<file path="src/rtl/dense_engine_if.sv">
// Bus between the dense layer sequencer and its weight/bias stores, the activation
// buffer and the downstream result sink.
interface dense_engine_if #(
   parameter int DATSIZE = 22,
   parameter int PARSIZE = 16
);
   // start is a one-cycle request honoured only while idle (no ready/ack, extra pulses
   // are dropped); out_valid is a one-cycle strobe with no backpressure, so the sink must
   // take out_idx/out_data on that cycle.
   logic                       start;
   logic [3:0]                 state;
   logic                       relu;
   logic                       w_en;
   logic [6:0]                 read_o;
   logic [7:0]                 read_i;
   logic signed [PARSIZE-1:0]  weight;
   logic signed [PARSIZE-1:0]  bias;
   logic [7:0]                 act_addr;
   logic signed [DATSIZE-1:0]  act_data;
   logic                       out_valid;
   logic [6:0]                 out_idx;
   logic signed [DATSIZE-1:0]  out_data;
   logic                       busy;
   logic                       done;

   modport master (
      input  start, state, relu, weight, bias, act_data,
      output w_en, read_o, read_i, act_addr, out_valid, out_idx, out_data, busy, done
   );

   modport slave (
      output start, state, relu, weight, bias, act_data,
      input  w_en, read_o, read_i, act_addr, out_valid, out_idx, out_data, busy, done
   );
endinterface

</file>
<file path="src/rtl/dense_engine.sv">
// Sequencer and MAC for the fully-connected layers: walks every (neuron, input) pair,
// accumulates act*weight, adds bias, rescales, optional ReLU, saturates and emits.
module dense_engine #(
   parameter int DATSIZE = 22,
   parameter int PARSIZE = 16,
   parameter int FPSHIFT = 14,
   parameter int ACCSIZE = 48
) (
   input  logic             clk,
   input  logic             rst,
   dense_engine_if.master   bus,
   output logic [2:0]       fsm_state_o
);
   localparam int PRODSIZE = DATSIZE + PARSIZE;
   localparam logic [3:0] L_DENSE2 = 4'b1000;
   localparam logic [3:0] L_DENSE1 = 4'b1001;
   localparam logic [6:0] LAST_O   = 7'd95;
   localparam logic signed [ACCSIZE-1:0] SAT_MAX =
      {{(ACCSIZE-DATSIZE+1){1'b0}}, {(DATSIZE-1){1'b1}}};
   localparam logic signed [ACCSIZE-1:0] SAT_MIN =
      {{(ACCSIZE-DATSIZE+1){1'b1}}, {(DATSIZE-1){1'b0}}};

   typedef enum logic [2:0] {S_IDLE, S_RUN, S_LAST, S_WRITE, S_FIN} fsm_t;

   fsm_t                        state_q, state_d;
   logic                        dense2_q, dense2_d;
   logic                        relu_q, relu_d;
   logic                        busy_q, busy_d;
   logic [6:0]                  o_q, o_d;
   logic [7:0]                  i_q, i_d;
   logic signed [ACCSIZE-1:0]   acc_q, acc_d;
   logic [6:0]                  out_idx_q, out_idx_d;
   logic signed [DATSIZE-1:0]   out_data_q, out_data_d;

   logic [7:0]                  last_i;
   logic signed [PRODSIZE-1:0]  act_ext, wgt_ext, prod;
   logic signed [ACCSIZE-1:0]   prod_ext, bias_sh, sum, scaled;
   logic signed [DATSIZE-1:0]   sat_val;

   assign fsm_state_o = state_q;
   assign last_i      = dense2_q ? 8'd255 : 8'd95;

   // Product of the pair issued one cycle earlier; the stores have one cycle of latency.
   assign act_ext  = {{(PRODSIZE-DATSIZE){bus.act_data[DATSIZE-1]}}, bus.act_data};
   assign wgt_ext  = {{(PRODSIZE-PARSIZE){bus.weight[PARSIZE-1]}}, bus.weight};
   assign prod     = act_ext * wgt_ext;
   assign prod_ext = {{(ACCSIZE-PRODSIZE){prod[PRODSIZE-1]}}, prod};
   assign bias_sh  = {{(ACCSIZE-PARSIZE){bus.bias[PARSIZE-1]}}, bus.bias} <<< FPSHIFT;

   always_comb begin
      sum    = acc_q + bias_sh;
      scaled = sum >>> FPSHIFT;
      if (relu_q && scaled[ACCSIZE-1]) begin
         scaled = '0;
      end
      if (scaled > SAT_MAX) begin
         sat_val = SAT_MAX[DATSIZE-1:0];
      end else if (scaled < SAT_MIN) begin
         sat_val = SAT_MIN[DATSIZE-1:0];
      end else begin
         sat_val = scaled[DATSIZE-1:0];
      end
   end

   always_ff @(posedge clk or posedge rst) begin
      if (rst) begin
         state_q    <= S_IDLE;
         dense2_q   <= 1'b0;
         relu_q     <= 1'b0;
         busy_q     <= 1'b0;
         o_q        <= '0;
         i_q        <= '0;
         acc_q      <= '0;
         out_idx_q  <= '0;
         out_data_q <= '0;
      end else begin
         state_q    <= state_d;
         dense2_q   <= dense2_d;
         relu_q     <= relu_d;
         busy_q     <= busy_d;
         o_q        <= o_d;
         i_q        <= i_d;
         acc_q      <= acc_d;
         out_idx_q  <= out_idx_d;
         out_data_q <= out_data_d;
      end
   end

   always_comb begin
      state_d       = state_q;
      dense2_d      = dense2_q;
      relu_d        = relu_q;
      busy_d        = busy_q;
      o_d           = o_q;
      i_d           = i_q;
      acc_d         = acc_q;
      out_idx_d     = out_idx_q;
      out_data_d    = out_data_q;
      bus.w_en      = 1'b0;
      bus.read_o    = '0;
      bus.read_i    = '0;
      bus.act_addr  = '0;
      bus.out_valid = 1'b0;
      bus.out_idx   = out_idx_q;
      bus.out_data  = out_data_q;
      bus.busy      = busy_q;
      bus.done      = 1'b0;

      unique case (state_q)
         S_IDLE: begin
            if (bus.start) begin
               if (bus.state == L_DENSE2 || bus.state == L_DENSE1) begin
                  dense2_d = (bus.state == L_DENSE2);
                  relu_d   = bus.relu;
                  o_d      = '0;
                  i_d      = '0;
                  acc_d    = '0;
                  busy_d   = 1'b1;
                  state_d  = S_RUN;
               end else begin
                  state_d  = S_FIN;
               end
            end
         end
         S_RUN: begin
            bus.w_en     = 1'b1;
            bus.read_o   = o_q;
            bus.read_i   = i_q;
            bus.act_addr = i_q;
            // Nothing has been fetched yet on the first cycle of a neuron.
            if (i_q != 8'd0) begin
               acc_d = acc_q + prod_ext;
            end
            if (i_q == last_i) begin
               state_d = S_LAST;
            end else begin
               i_d = i_q + 8'd1;
            end
         end
         S_LAST: begin
            bus.read_o = o_q;
            acc_d      = acc_q + prod_ext;
            state_d    = S_WRITE;
         end
         S_WRITE: begin
            bus.read_o    = o_q;
            bus.out_valid = 1'b1;
            bus.out_idx   = o_q;
            bus.out_data  = sat_val;
            out_idx_d     = o_q;
            out_data_d    = sat_val;
            acc_d         = '0;
            i_d           = '0;
            if (o_q == LAST_O) begin
               state_d = S_FIN;
            end else begin
               o_d     = o_q + 7'd1;
               state_d = S_RUN;
            end
         end
         S_FIN: begin
            bus.done = 1'b1;
            busy_d   = 1'b0;
            state_d  = S_IDLE;
         end
         default: state_d = S_IDLE;
      endcase
   end
endmodule

</file>
<file path="src/flat_wrapper.sv">
// flat-port wrapper written by rule: the top's interface ports become plain ports
module dense_engine_flat 
#(
   parameter int DATSIZE = 22,
   parameter int PARSIZE = 16,
   parameter int FPSHIFT = 14,
   parameter int ACCSIZE = 48
)
  (clk, rst, fsm_state_o, bus_start, bus_state, bus_relu, bus_weight, bus_bias, bus_act_data, bus_w_en, bus_read_o, bus_read_i, bus_act_addr, bus_out_valid, bus_out_idx, bus_out_data, bus_busy, bus_done);
  dense_engine_if #(.DATSIZE(DATSIZE), .PARSIZE(PARSIZE)) bus_i ();
  input  logic clk;
  input  logic rst;
  output logic [2:0] fsm_state_o;
  input wire logic [$bits(bus_i.start)-1:0] bus_start;
  input wire logic [$bits(bus_i.state)-1:0] bus_state;
  input wire logic [$bits(bus_i.relu)-1:0] bus_relu;
  input wire logic [$bits(bus_i.weight)-1:0] bus_weight;
  input wire logic [$bits(bus_i.bias)-1:0] bus_bias;
  input wire logic [$bits(bus_i.act_data)-1:0] bus_act_data;
  output wire logic [$bits(bus_i.w_en)-1:0] bus_w_en;
  output wire logic [$bits(bus_i.read_o)-1:0] bus_read_o;
  output wire logic [$bits(bus_i.read_i)-1:0] bus_read_i;
  output wire logic [$bits(bus_i.act_addr)-1:0] bus_act_addr;
  output wire logic [$bits(bus_i.out_valid)-1:0] bus_out_valid;
  output wire logic [$bits(bus_i.out_idx)-1:0] bus_out_idx;
  output wire logic [$bits(bus_i.out_data)-1:0] bus_out_data;
  output wire logic [$bits(bus_i.busy)-1:0] bus_busy;
  output wire logic [$bits(bus_i.done)-1:0] bus_done;
  assign bus_i.start = bus_start;
  assign bus_i.state = bus_state;
  assign bus_i.relu = bus_relu;
  assign bus_i.weight = bus_weight;
  assign bus_i.bias = bus_bias;
  assign bus_i.act_data = bus_act_data;
  assign bus_w_en = bus_i.w_en;
  assign bus_read_o = bus_i.read_o;
  assign bus_read_i = bus_i.read_i;
  assign bus_act_addr = bus_i.act_addr;
  assign bus_out_valid = bus_i.out_valid;
  assign bus_out_idx = bus_i.out_idx;
  assign bus_out_data = bus_i.out_data;
  assign bus_busy = bus_i.busy;
  assign bus_done = bus_i.done;
  dense_engine #(.DATSIZE(DATSIZE), .PARSIZE(PARSIZE), .FPSHIFT(FPSHIFT), .ACCSIZE(ACCSIZE)) u_core (.clk(clk), .rst(rst), .bus(bus_i), .fsm_state_o(fsm_state_o));
endmodule
</file>
<file path="config.mk">
export PLATFORM = sky130hd
export DESIGN_NAME = dense_engine_flat
export DESIGN_NICKNAME = d
export VERILOG_FILES = /design/src/rtl/dense_engine_if.sv /design/src/rtl/dense_engine.sv /design/src/flat_wrapper.sv
export SDC_FILE = /design/constraint.sdc
export NUM_CORES = 1
export LEC_CHECK = 0
export ABC_AREA = 0
export CAP_MARGIN = 20
export CORE_MARGIN = 3
export CORE_UTILIZATION = 64
export DETAILED_ROUTE_END_ITERATION = 12
export GPL_TIMING_DRIVEN = 1
export PLACE_DENSITY = 0.92
export SLEW_MARGIN = 30
export SYNTH_ARGS = -nofsm -noshare
export SYNTH_HDL_FRONTEND = slang
export SYNTH_SLANG_ARGS = --single-unit
</file>
<file path="constraint.sdc">
create_clock -name clk -period 6.9 [get_ports clk]
set_clock_uncertainty 0.05 [all_clocks]
set_input_delay 1.035 -clock clk [delete_from_list [all_inputs] [get_ports clk]]
set_output_delay 1.035 -clock clk [all_outputs]
set_load 0.02 [all_outputs]
</file>
==> metrics, run 1 <==
status aborted with a tool error; Stop stage global routing; Error [ERROR GRT-0232] Routing congestion too high. Check the congestion heatmap in the GUI.; Sink Count 98; largest net degree at the start of global routing 53; initial antenna violation count 22; top cell type by total area after synthesis fa_1; DIE HEIGHT 192 um; Cell Rows 67; worst ep type sequential cell input; Syn. warnings 0; sequential share of the synthesized area 11.1%; CTS buffer count 9; ys flop type dfrtp_1; Area contributors post-synth fa_1 39%, dfrtp_1 11%, ha_1 9.5%; synthesized cell area 22,000 um^2; FFs w/ async S/R, synth 100%; I/O pin cnt 121; # hold bufs at CTS 0; #FFs+latches synth 98; Starting Density 65.4%; global-route usage over all layers 74.0%; DP Wirelength 51.2 mm; Gate Count Post-Synth 2,489; Die Wd 192 um; placer's final routability congestion estimate 0.934; Overflow after GRT 10; # placed instances 3,186; worst_ep grt u_core.acc_q[41]$_DFFE_PP0P_/D; Syn Nets 3,147; Max H-tree Level 3; number of port buffers 120; post-synthesis cell type count 71; Post-synth EDFFs 0; Yosys top cell area share 39.0%; maximum clock insertion buffer count 2; Syn Area/Cell 8.85 um^2; root buf cell clkbuf_16
## stage by stage
stage,setup slack (ns),area [um^2]
3_3_place_gp,-0.825,25400
2_1_floorplan,-0.00467,22300
4_1_cts,-0.155,27100
3_5_place_dp,-0.984,25500
## routing by layer
layer,GRT usage (%),overflow
met3,67.1,2
met2,84.5,5
met5,58.8,0
met1,73.7,1
met4,66.9,2
## cells in the mapped netlist, types with 3 or more instances
library cell / n
a211oi_1: 7
a21o_1: 32
a21oi_1: 94
a221o_1: 3
a22o_1: 6
a311oi_1: 3
a31o_2: 3
a31oi_1: 8
a32o_1: 3
and2_1: 176
and3_1: 15
and4_1: 5
buf_2: 7
buf_4: 9
clkbuf_1: 82
dfrtp_1: 98
fa_1: 429
ha_1: 167
inv_1: 537
nand2_1: 307
nand2b_1: 9
nand3_1: 25
nand3b_1: 3
nand4_1: 18
nor2_1: 99
nor2b_1: 5
nor3_1: 17
nor3b_1: 3
nor4_1: 6
o211ai_1: 7
o21a_1: 10
o21ai_0: 90
o21ai_1: 9
o21bai_1: 18
o22ai_1: 24
o31ai_1: 18
or3_1: 14
xnor2_1: 52
xor2_1: 29
## what timing repair did
action	CTS
gates cloned	11
setup endpoints to repair	30
buffers inserted	78
gates resized for setup	254
pin swaps	141
## cell families after synthesis
logic type / count (synthesis) / synth area share, %
flops: 98 / 11.1
compound gates: 364 / 10.5
fa+ha+maj: 596 / 48.5
buf+inv: 637 / 11.0
mux: 4 / 0.193
xor+xnor: 81 / 3.22
simple gates: 709 / 15.4
==> inputs of run 2 (changes only) <==
Settings changed: CORE_UTILIZATION 64 to 40, PLACE_DENSITY 0.92 to default, PLACE_DENSITY_LB_ADDON from default to 0.15.
==> run 2 against run 1 <==
Against the previous run: synthesized cell count stayed put; the flow now finishes, with violations (setup timing); synthesized area stayed put.
==> metrics, run 2 <==
status finished, violations left; violated checks setup timing; Post-Route WL 63.5 mm; Data required, critical path 7.09 ns; Hold Worst Slack 0.434 ns; Top cell by count, worst path fa_1; Worst-path clk slew 0.07 ns; critical path, cell by cell buf_4, buf_12, nand2_2, fa_1, inv_2, fa_1, fa_2, fa_1, fa_1, inv_2, fa_1, inv_2, ha_4, a21oi_2, o211a_1, a221o_1, or3_1, a21o_1, a211oi_4, nor2_4, a311oi_2, o21ai_1, a32o_1; multiplexer share of the synthesized area 0.193% (unchanged); R2R setup slack 1.28 ns; max-cap violations 0; Post-synth EDFFs 0 (unchanged); CTS tree built; post-synthesis compound-gate area fraction 10.5% (unchanged); Layout area overhead 28.2%; arrival time worst endpoint 7.13 ns; sequential share of the synthesized area 11.1% (unchanged); post-synthesis xor/xnor area fraction 3.22% (unchanged); I/O pin cnt 121 (unchanged); hold crit path type reg -> reg; top flop regs u_core.acc_q x48, u_core.out_data_q x22, u_core.i_q x8; Setup crit end kind flip-flop; Worst Tran Pin Value 0.815 ns; Syn Area/Cell 8.85 um^2 (unchanged); Overflow after GRT 0; placer's final routability congestion estimate 0.874 (-6.5%); Max stage delay cell, worst path fa_1; maximum clock insertion buffer count 2 (unchanged); initial antenna violation count 0; Yosys top cell area share 39.0% (unchanged); Slew headroom 45.7%; Die Wd 241 um (+26%); vias 18,000; 1st-iter DRT viols 888; Syn Nets 3,147 (unchanged); largest net degree at the start of global routing 70; Fin. Hold Viols 0; Startpoint Class input port; Biggest register u_core.acc_q; largest family of logic cells by synthesized area adder cells; Sink Count 98 (unchanged); vias per cell 5.04; top cells by count, synth 537 x inv_1, 429 x fa_1, 307 x nand2_1; commonest non-fill, non-tap cell in the layout inv_1; Peak Freq 0.144 GHz; synthesized cell area 22,000 um^2 (unchanged); FFs w/ async S/R, synth 100% (unchanged); most frequent cells in the layout 479 x inv_1, 384 x fa_1, 293 x nand2_1; vias in the first global route 19,400; Syn. warnings 0 (unchanged); most common cell in the netlist inv_1; top cell type by total area after synthesis fa_1; max FFs per register 48; Worst Path Max Fanout 5; Final Critical Period 6.94 ns; #FFs+latches synth 98 (unchanged); endpoints failing setup 1; DIE HEIGHT 241 um (+26%); Die ar. 57,900 um^2; DP Wirelength 50.0 mm (-2.2%); n_diodes 0; first-pass GRT wire length 105 mm; RSZ-0062 raised after global routing true; Final WS setup -0.0403 ns; Final period util 101%; Post-DRT Antenna Nets 0; post-synthesis cell type count 71 (unchanged); Clock Latency Late Sink 0.35 ns; ys flop type dfrtp_1; Slew Viols, Final 0; Starting Density 40.7% (-25 points); core area 54,100 um^2; Max stage delay on crit path 0.56 ns; root buf cell clkbuf_16; layout cells sized above 1 22.0%; Max H-tree Level 3 (unchanged); Setup CP Type in -> reg; Post-Synth Simple-Gate Area 15.4% (unchanged); First-pass DRT Iterations 5; Cell Rows 85 (+27%); number of port buffers 120 (unchanged); Gate Count Post-Synth 2,489 (unchanged); CTS buffer count 9 (unchanged); Fill cells 5,021; Area contributors post-synth fa_1 39%, dfrtp_1 11%, ha_1 9.5%; Post-Synth Adder-Cell Area 48.5% (unchanged); DRC violations left 0; Avg WL per Cell 17.8 um; NumNets Final 3,521; global-route usage over all layers 22.9%
## run 2: cell counts after synthesis
No cell type changed its count.
## run 2: layout make-up
cell class | instances | area [um^2] | area share (%)
Sequential cell | 98 | 2450 | 8.68
Clock inverter | 4 | 58.8 | 0.208
Timing Repair Buffer | 462 | 4570 | 16.2
Multi-Input combinational cell | 1754 | 18000 | 63.8
Clock buffer | 12 | 246 | 0.873
Tap cell | 696 | 871 | 3.08
Inverter | 538 | 2020 | 7.16
## run 2: worst paths after layout
check / start / to / cells past startpoint
min in group asynchronous: rst / u_core.out_idx_q[5] / 2
hold / removal: u_core.out_idx_q[0] / u_core.out_idx_q[0] / 2
max in group asynchronous: rst / u_core.acc_q[47] / 3
hold reg to reg: u_core.out_idx_q[0] / u_core.out_idx_q[0] / 2
setup reg to reg: u_core.acc_q[22] / u_core.acc_q[41] / 18
setup / recovery: bus_act_data[12] / u_core.acc_q[41] / 23
## run 2: repair_timing
| action | 4_1_cts | 5_1_grt |
|---|---|---|
| setup endpoints to repair | 23 | 24 |
| gates resized for setup | 279 | 161 |
| endpoints found under the hold margin | 0 | 0 |
| setup buffers | 65 | 25 |
| gates cloned | 17 | 0 |
| pin swaps | 148 | 152 |
| hold buffers | 0 | 0 |
## run 2: critical path: cells and delay by family
family | cells | cell delay (ns)
simple gates | 3 | 0.46
buf+inv | 5 | 0.39
fa+ha+maj | 7 | 3.42
compound gates | 8 | 1.81
## run 2: cell families (layout without fill, tap and decap cells)
group,Yosys count,count (layout)
xor+xnor,81,81
fa+ha+maj,596,596
simple gates,709,709
compound gates,364,364
buf+inv,637,1016
mux,4,4
flops,98,98
## run 2: through the flow
stage               area, um^2  setup TNS [ns]  std cells  setup WS, ns  utilization [%]
CTS                      27700          -0.339       3545        -0.111             51.1
finish                   28200         -0.0403       3564       -0.0403             52.2
floorplan                22300        -0.00467       2489      -0.00467                -
global route             28200          -0.689       3564        -0.215             52.2
detailed placement       25900          -17.38       3448        -0.871             47.9
global placement         25900          -17.03       3448        -0.957             47.9
## run 2: routing by layer
layer | track usage, % | vias up | routed length [um]
li1 | - | 8446 | -
met1 | 31.0 | 9044 | 27800
met2 | 39.9 | 381 | 31500
met3 | 2.30 | 95 | 2520
met4 | 5.25 | 0 | 1590
met5 | 0 | - | 0
Power of run 2 is left out: the tool's default activity adds up to more than one toggle a clock period on the data nets, which glitch-free logic cannot reach.
